<file path="config.mk">
export PLATFORM = sky130hd
export DESIGN_NAME = poly_voice_mixer
export DESIGN_NICKNAME = d
export VERILOG_FILES = /design/src/rtl/poly_voice_mixer.sv
export SDC_FILE = /design/constraint.sdc
export NUM_CORES = 1
export LEC_CHECK = 0
export BUFFER_PORTS_ARGS = -buffer_cell sky130_fd_sc_hd__buf_2
export CELL_PAD_IN_SITES_DETAIL_PLACEMENT = 1
export CELL_PAD_IN_SITES_GLOBAL_PLACEMENT = 1
export CORE_ASPECT_RATIO = 2
export CORE_MARGIN = 2
export CORE_UTILIZATION = 40
export DETAILED_ROUTE_END_ITERATION = 10
export GPL_TIMING_DRIVEN = 0
export PLACE_DENSITY = 0.7
export SYNTH_ARGS = -nofsm -noshare
export SYNTH_HDL_FRONTEND = slang
export SYNTH_SLANG_ARGS = --single-unit
export TNS_END_PERCENT = 100
</file>
<file path="constraint.sdc">
create_clock -name ACLK -period 11.48 [get_ports ACLK]
set_clock_uncertainty 0.05 [all_clocks]
set_input_delay 1.148 -clock ACLK [delete_from_list [all_inputs] [get_ports ACLK]]
set_output_delay 1.148 -clock ACLK [all_outputs]
set_load 0.005 [all_outputs]
</file>
<file path="src/rtl/poly_voice_mixer.sv">
// Polyphonic triangle-wave tone engine: write-only command slave with a ROM lookup
// per note-on, per-voice phase accumulators, normalised mix and sigma-delta output.
module poly_voice_mixer #(
   parameter int NUM_VOICES = 8,
   parameter int ADDR_W     = 4,
   parameter int NOTE_W     = 7,
   parameter int W          = 16,
   parameter int SAMPLE_DIV = 1024
) (
   input  logic              ACLK,
   input  logic              ARESETn,
   input  logic [ADDR_W-1:0] AWADDR,
   input  logic              AWVALID,
   output logic              AWREADY,
   input  logic [NOTE_W-1:0] WDATA,
   input  logic              WVALID,
   output logic              WREADY,
   input  logic              BREADY,
   output logic              BVALID,
   output logic [1:0]        BRESP,
   output logic [NOTE_W-1:0] inc_addr,
   input  logic [W-1:0]      inc_data,
   output logic [W-1:0]      mix_sample,
   output logic              mix_valid,
   output logic              pdm_out
);
   localparam int LOG_N = $clog2(NUM_VOICES);
   localparam int IDX_W = ADDR_W - 1;
   localparam int MIX_W = W + LOG_N;
   localparam int CNT_W = $clog2(SAMPLE_DIV);
   localparam logic [IDX_W:0]   NV_LIM  = (IDX_W+1)'(NUM_VOICES);
   localparam logic [CNT_W-1:0] CNT_MAX = CNT_W'(SAMPLE_DIV - 1);
   localparam logic [W-1:0]     W_MSB   = {1'b1, {(W-1){1'b0}}};

   typedef enum logic [1:0] {IDLE, LOOKUP, UPDATE, RESP} state_t;

   // Triangle fold of the phase, then offset-binary to two's complement via MSB flip.
   function automatic logic signed [W-1:0] voice_sample(input logic [W-1:0] p);
      logic [W-2:0] u;
      u = p[W-1] ? ~p[W-2:0] : p[W-2:0];
      return {~u[W-2], u[W-3:0], 1'b0};
   endfunction

   function automatic logic signed [W-1:0] normalise(input logic signed [MIX_W-1:0] s);
      logic signed [MIX_W-1:0] q;
      q = s >>> LOG_N;
      return q[W-1:0];
   endfunction

   state_t              state;
   logic                aw_held, w_held;
   logic [ADDR_W-1:0]   addr_q;
   logic [NOTE_W-1:0]   note_q;
   logic                upd;
   logic [LOG_N-1:0]    upd_voice;

   assign upd       = (state == UPDATE);
   assign upd_voice = addr_q[LOG_N-1:0];

   always_ff @(posedge ACLK or negedge ARESETn) begin
      if (!ARESETn) begin
         state    <= IDLE;
         AWREADY  <= 1'b0;
         WREADY   <= 1'b0;
         aw_held  <= 1'b0;
         w_held   <= 1'b0;
         addr_q   <= '0;
         note_q   <= '0;
         BVALID   <= 1'b0;
         BRESP    <= 2'b00;
         inc_addr <= '0;
      end else begin
         case (state)
            IDLE: begin
               if (aw_held && w_held) begin
                  aw_held <= 1'b0;
                  w_held  <= 1'b0;
                  if ({1'b0, addr_q[IDX_W-1:0]} >= NV_LIM) begin
                     state  <= RESP;
                     BVALID <= 1'b1;
                     BRESP  <= 2'b10;
                  end else if (!addr_q[ADDR_W-1]) begin
                     state <= UPDATE;
                  end else begin
                     inc_addr <= note_q;
                     state    <= LOOKUP;
                  end
               end else begin
                  if (AWVALID && AWREADY) begin
                     addr_q  <= AWADDR;
                     aw_held <= 1'b1;
                     AWREADY <= 1'b0;
                  end else if (!aw_held) begin
                     AWREADY <= 1'b1;
                  end
                  if (WVALID && WREADY) begin
                     note_q <= WDATA;
                     w_held <= 1'b1;
                     WREADY <= 1'b0;
                  end else if (!w_held) begin
                     WREADY <= 1'b1;
                  end
               end
            end
            // registered ROM presents inc_data during UPDATE
            LOOKUP: state <= UPDATE;
            UPDATE: begin
               state  <= RESP;
               BVALID <= 1'b1;
               BRESP  <= 2'b00;
            end
            RESP: begin
               if (BREADY) begin
                  state   <= IDLE;
                  BVALID  <= 1'b0;
                  AWREADY <= 1'b1;
                  WREADY  <= 1'b1;
               end
            end
            default: state <= IDLE;
         endcase
      end
   end

   logic [CNT_W-1:0] tick_cnt;
   logic             tick;

   assign tick = (tick_cnt == CNT_MAX);

   always_ff @(posedge ACLK or negedge ARESETn) begin
      if (!ARESETn) tick_cnt <= '0;
      else          tick_cnt <= tick ? '0 : tick_cnt + 1'b1;
   end

   logic [W-1:0]          phase [NUM_VOICES];
   logic [W-1:0]          inc   [NUM_VOICES];
   logic [NUM_VOICES-1:0] active;

   // The command write comes last so it overrides a coincident tick on its voice.
   always_ff @(posedge ACLK or negedge ARESETn) begin
      if (!ARESETn) begin
         for (int i = 0; i < NUM_VOICES; i++) begin
            phase[i] <= '0;
            inc[i]   <= '0;
         end
         active <= '0;
      end else begin
         for (int i = 0; i < NUM_VOICES; i++)
            if (tick && active[i]) phase[i] <= phase[i] + inc[i];
         if (upd) begin
            if (addr_q[ADDR_W-1]) begin
               inc[upd_voice]    <= inc_data;
               phase[upd_voice]  <= '0;
               active[upd_voice] <= 1'b1;
            end else begin
               active[upd_voice] <= 1'b0;
            end
         end
      end
   end

   logic signed [MIX_W-1:0] sum_c;
   logic signed [W-1:0]     vs;

   always_comb begin
      sum_c = '0;
      vs    = '0;
      for (int i = 0; i < NUM_VOICES; i++) begin
         vs = voice_sample(phase[i]);
         if (active[i]) sum_c = sum_c + $signed({{LOG_N{vs[W-1]}}, vs});
      end
   end

   logic                    vld_p0, vld_p1;
   logic signed [MIX_W-1:0] sum_p1;

   always_ff @(posedge ACLK or negedge ARESETn) begin
      if (!ARESETn) begin
         vld_p0     <= 1'b0;
         vld_p1     <= 1'b0;
         sum_p1     <= '0;
         mix_valid  <= 1'b0;
         mix_sample <= '0;
      end else begin
         // p0: phases advanced by tick
         vld_p0 <= tick;
         // p1: voice sum over the advanced phases
         vld_p1 <= vld_p0;
         sum_p1 <= sum_c;
         // p2: normalised mix output
         mix_valid <= vld_p1;
         if (vld_p1) mix_sample <= normalise(sum_p1);
      end
   end

   logic [W-1:0] acc;
   logic [W:0]   sd_sum;

   assign sd_sum = {1'b0, acc} + {1'b0, mix_sample ^ W_MSB};

   always_ff @(posedge ACLK or negedge ARESETn) begin
      if (!ARESETn) begin
         acc     <= '0;
         pdm_out <= 1'b0;
      end else begin
         acc     <= sd_sum[W-1:0];
         pdm_out <= sd_sum[W];
      end
   end

endmodule

</file>
Word level (Yosys, flattened, before mapping). Index checks and enable logic that the tools add are counted.

Output and inout bits: 30. Input port bits: 32. Logic and storage cells: 168. Flip-flop bits (word level): 354. Latch bits: 0. Memory bits (read-only): 0. Memories kept: 0. Memory bits (writable): 0.

Shift-type cells: 0. Bitwise gates (word level): 24. Equality and inequality tests: 9. Div/mod/pow operators: 0. $add $sub $neg: 17. $mul: 0. $lt $le $gt $ge: 4. Multiplexer cells: 52. Reductions and logical operators: 28.

Operators with widths (count): 128-bit 2-to-1 mux (2); 19-bit 2-to-1 mux (8); 16-bit 2-to-1 mux (9); 19-bit by 16-bit adder with 19-bit output (7); 16-bit adder (8); 128-bit AND (1); 128-bit bitwise mux (1); 128-bit NOT (1); 15-bit 2-to-1 mux (8); 15-bit NOT (8); 16-bit demux with 3-bit select (1); 16-bit by 16-bit adder with 17-bit output (1); 1-bit logical AND (13); 1-bit 2-to-1 mux (13); 10-bit by 1-bit adder with 10-bit output, second input constant (1); 10-bit equality test, second input constant (1); 10-bit 2-to-1 mux (1); 1-bit NOT (10); 2-bit AND reduction (5); 3-bit AND reduction (3); 8-bit AND (1); 8-bit 2-to-1 mux (1); 8-bit NOT (1); 8-bit OR (1); other kinds (16) (28).

Depth between registers and ports, before layout.
Depth in word-level cells: 18. Depth in mapped cells: 58. Gate-level depth less buffers: 57.

Worst setup path after synthesis. OpenSTA, ideal clock, no wires.

Path type: register to register. Start: register phase[127] (netlist name). End: register sum_p1[18]. Setup slack: 1.375 ns. Arrival: 9.976 ns. Path buffers: 2. Clock period less this slack: 10.105 ns. Data required time: 11.351 ns. Stages on the path, launching flop included: 52. Setup time: 0.079 ns. Cells stage by stage: dfrtp_1 -> buf_2 -> buf_1 -> xor2_1 -> nand2_1 -> fa_1 -> nor2b_1 -> o21ai_0 -> a21oi_1 -> o21ai_0 -> or3b_2 -> a31oi_1 -> inv_1 -> ha_1 -> or2_2 -> o31ai_1 -> a31oi_1 -> a211oi_1 -> (+16 left out) -> a221o_2 -> or3_2 -> a21oi_1 -> a31oi_1 -> ha_1 -> xnor2_1 -> nand2_1 -> o21a_1 -> ha_1 -> nand4_1 -> nor2_1 -> a221o_1 -> a31oi_1 -> o2111ai_1 -> xnor2_1 -> nor2b_1 -> xnor2_1 -> xor2_1.

Word-level cells in the longest chain between the ends: 17.

Ends and longest elaborated chain: start, declared (line 135) `logic [W-1:0] phase [NUM_VOICES];`; start signal, assigned by index (line 149) `if (tick && active[i]) phase[i] <= phase[i] + inc[i];`; 15-bit 2-to-1 mux (*) (line 40) `u = p[W-1] ? ~p[W-2:0] : p[W-2:0];`; 1-bit NOT (line 41) `return {~u[W-2], u[W-3:0], 1'b0};`; 19-bit 2-to-1 mux (*) (line 170) `if (active[i]) sum_c = sum_c + $signed({{LOG_N{vs[W-1]}}, vs});`; 19-bit by 16-bit adder with 19-bit output (line 170); 19-bit 2-to-1 mux (*) (line 170); 19-bit by 16-bit adder with 19-bit output (line 170); 19-bit 2-to-1 mux (*) (line 170); 19-bit by 16-bit adder with 19-bit output (line 170); (+2 left out); 19-bit 2-to-1 mux (*) (line 170); 19-bit by 16-bit adder with 19-bit output (line 170); 19-bit 2-to-1 mux (*) (line 170); 19-bit by 16-bit adder with 19-bit output (line 170); 19-bit 2-to-1 mux (*) (line 170); 19-bit by 16-bit adder with 19-bit output (line 170); 19-bit 2-to-1 mux (*) (line 170); named net sum_c[18] (line 162) `logic signed [MIX_W-1:0] sum_c;`; end signal, assigned (line 189) `sum_p1 <= sum_c;`; end, declared (line 175) `logic signed [MIX_W-1:0] sum_p1;`.

The timed path passes the listed nets; every way through them passes the cells marked *. A chain may end at the register's enable or synchronous reset.

Worst setup path after layout. Same ends and word-level chain as after synthesis.

==> key figures <==
Critical path
  – Worst reg2reg setup slack: 0.56 ns
  – Crit path DAT: 11.34 ns
  – Worst Setup Start Kind: register
  – Worst setup path endpoint: sum_p1[18]
  – Worst setup path class: register to register
  – WP buf/inv: 4
  – CP Max Fanout: 8
  – Worst R2R Start: phase[127]
  – Critical path's top delay family: compound AO/OA/AOI/OAI gates
  – CP Capture Type: register
  – CP max-delay cell: or3b_2
  – End of the worst register-to-register path: sum_p1[18]
  – Critical Path Source: phase[127]
  – Stages on the worst setup path: 52
  – Worst R2R Path Depth: 52
  – CP required: 11.90 ns
  – CP max stage delay: 0.49 ns

Synthesis
  – Ys Warns: 0
  – #FFs+latches synth: 351
  – Seq/Total Area, Yosys: 33.3%
  – Distinct cells, synth: 81
  – Post-synth top area cell: dfrtp_1
  – Post-synth EDFFs: 0
  – Leading post-synthesis cells by cell area: dfrtp_1, ha_1, mux2_2, xnor2_1, nand2_1
  – Share of the synthesized area in the top cell type: 33.3%
  – Cell area after synthesis: 26,300 sq um
  – Fraction of registers with async set/reset: 100%
  – Synth Area per Inst: 9.20 sq um
  – Cells after synthesis: 2,862
  – Ys flop type: dfrtp_1

Pwr
  – Peak VDD IR: 0.139 mV
  – Sequential power share: 29.9%
  – P per Cell Area: 195 nW/um^2
  – Int Pwr: 3.50 mW
  – Clk pwr share: 21.5%
  – P_leak: 14.6 nW
  – Logic pwr share: 48.5%
  – Sw frac: 38.9%
  – P_sw: 2.23 mW

Floorplan
  – Core area: 65,400 sq um
  – Die area: 68,100 sq um
  – Initial Util: 40.3%
  – FP Rows: 133
  – Die Y-Extent: 367 um
  – IO Count: 62
  – DIE WIDTH: 185 um

Clock network
  – Clk buf depth: 3
  – Clock slew at reported path FFs: 0.06 ns
  – CTS tree: built
  – Insertion delay to the later sink of the worst-skew pair: 0.57 ns
  – Sink Count: 351
  – CTS H-Tree Depth: 2
  – CTS root buf: clkbuf_16
  – CTS Buf Count: 38

Global routing
  – Grt ovf: 0
  – Total global-route track usage: 23.5%
  – Largest net degree at the start of global routing: 122
  – Initial antenna violation count: 0
  – First-pass GRT wire length: 125 mm
  – Vias in the first global route: 22,300

Routing
  – Iter 0 DRT Violations: 849
  – TritonRoute pass-1 iters: 5
  – Vias: 21,500
  – Metal2 WL: 38.6 mm
  – WL met3: 2.05 mm
  – Post-detailed-route wirelength per cell: 20.4 um
  – DRT met1 WL: 36.1 mm
  – Total Wirelength: 79.1 mm
  – Highest routed layer: met4
  – Routed vias/inst: 5.54
  – Final ANT Viol Nets: 0
  – DRC Markers: 0

STA
  – Max Clock Freq: 0.0916 GHz
  – Max_slew headroom: 34.4%
  – Worst slew pin tran: 0.985 ns
  – Tcrit/Tclk final: 95.1%
  – Endpoints failing setup: 0
  – Pins Over Slew Limit: 0
  – Final Hold Fails: 0
  – Fin worst setup slack: 0.559 ns
  – Worst hold slack: 0.300 ns
  – Tmin final: 10.92 ns

Placement
  – Routability cong.: 0.884
  – DP Area: 27,800 sq um
  – Post-DP HPWL: 61.4 mm
  – Setup WS pre-CTS: -0.677 ns
  – Number of I/O port buffers: 59

Finish
  – # diodes: 0
  – Design Area, Final: 29,500 sq um
  – Commonest non-fill, non-tap cell in the layout: nand2_1
  – Share of cells above drive strength 1: 13.5%
  – Layout area overhead: 11.8%
  – Most frequent cells in the layout: nand2_1, dfrtp_1, ha_1
  – Fin nets: 3,281

Hold path
  – Hold WC Path Type: register to register

Job
  – Max-cap violations: 0

Status
  – Outcome: finished, final reports clean
==> sequential cells by signal, indices dropped and copies added (netlist names), 2 cells and up, named ones only <==
register,count
tick_cnt,10
inc_addr,7
acc,16
state,2
mix_sample,16
inc,128
addr_q,4
phase,128
sum_p1,16
note_q,7
==> final cells by class <==
type / count / area [sq um]
sequential: 351 / 8780
tap: 877 / 1100
inverter: 96 / 360
clock buffer: 51 / 1080
buffer: 105 / 422
multi-input combinational: 2310 / 17100
clock inverter: 12 / 133
timing repair buffer: 76 / 493
fill: 7626 / 35900
==> how the worst min path moves through the flow <==
| stage | end | from | slack (ns) | cells past startpoint |
|---|---|---|---|---|
| floorplan | vld_p1 | vld_p0 | 0.28 | 0 |
| global placement | vld_p1 | vld_p0 | 0.28 | 0 |
| detailed placement | vld_p1 | vld_p0 | 0.29 | 0 |
| CTS | vld_p1 | vld_p0 | 0.30 | 0 |
| global route | vld_p1 | vld_p0 | 0.31 | 0 |
| finish | vld_p1 | vld_p0 | 0.30 | 0 |
==> synth_stat cells, types with 35 or more instances <==
cell type / n
inv_1: 94
nand3_1: 45
nor2_1: 178
nor3_1: 38
o21ai_0: 112
xor2_1: 156
a21o_1: 75
mux2_2: 194
nor2b_1: 38
dfrtp_1: 351
clkbuf_1: 91
o21bai_1: 35
xnor2_1: 161
nand2_1: 367
ha_1: 256
o21a_1: 40
a21oi_1: 252
==> stage by stage <==
stage | utilization, % | power, mW | std cells | setup TNS, ns
after CTS | 44.5 | 5.73 | 3865 | 0
after detailed placement | 42.6 | 4.46 | 3802 | -2.03
after global routing | 45.1 | 6.16 | 3878 | -0.0769
final | 45.1 | 5.74 | 3878 | 0
after floorplan | - | 3.75 | 2863 | 0
after global placement | 42.4 | 4.34 | 3799 | -1.37
==> metal layers <==
metal,GRT usage [%],up-vias
li1,-,10400
met1,31.4,10800
met2,40.4,264
met3,1.90,102
met4,7.01,0
met5,0,-
==> power by group through the flow <==
stage               logic [mW]  registers, mW  clock network (mW)
finish                    2.79           1.72                1.24
global route              3.09           1.76                1.31
CTS                       2.74           1.72                1.27
detailed placement        2.71           1.74                   0
global placement          2.61           1.73                   0
floorplan                 2.07           1.68                   0
==> worst register-to-register path, delay by kind of cell, from the launching register on <==
family | cells | cell delay [ns]
buffers and inverters | 4 | 0.47
multiplexers | 2 | 0.58
adder cells (fa/ha/maj) | 8 | 2.46
XOR/XNOR | 8 | 1.40
AO/OA/AOI/OAI | 17 | 3.02
AND/OR/NAND/NOR | 13 | 2.46
flip-flops | 1 | 0.36
==> kinds of logic (layout without fill, tap and decap cells) <==
kind of cell / Yosys count / in the layout / synth area share [%]
AOI/OAI and AO/OA: 696 / 696 / 16.9
adders and majority gates: 271 / 271 / 13.3
buffers and inverters: 202 / 340 / 2.92
xor gates and xnor gates: 318 / 318 / 10.6
and+or+nand+nor: 808 / 808 / 13.8
DFF: 351 / 351 / 33.3
other: 1 / 2 / 0.0142
muxes: 215 / 215 / 9.09
==> what timing repair did <==
action / CTS / global route
buffers inserted: 0 / 14
resized for setup: 16 / 52
pin swaps: 0 / 13
setup endpoints to repair: 4 / 4
hold buffers: 0 / 0
No activity file was read; power rests on OpenSTA's default activity.
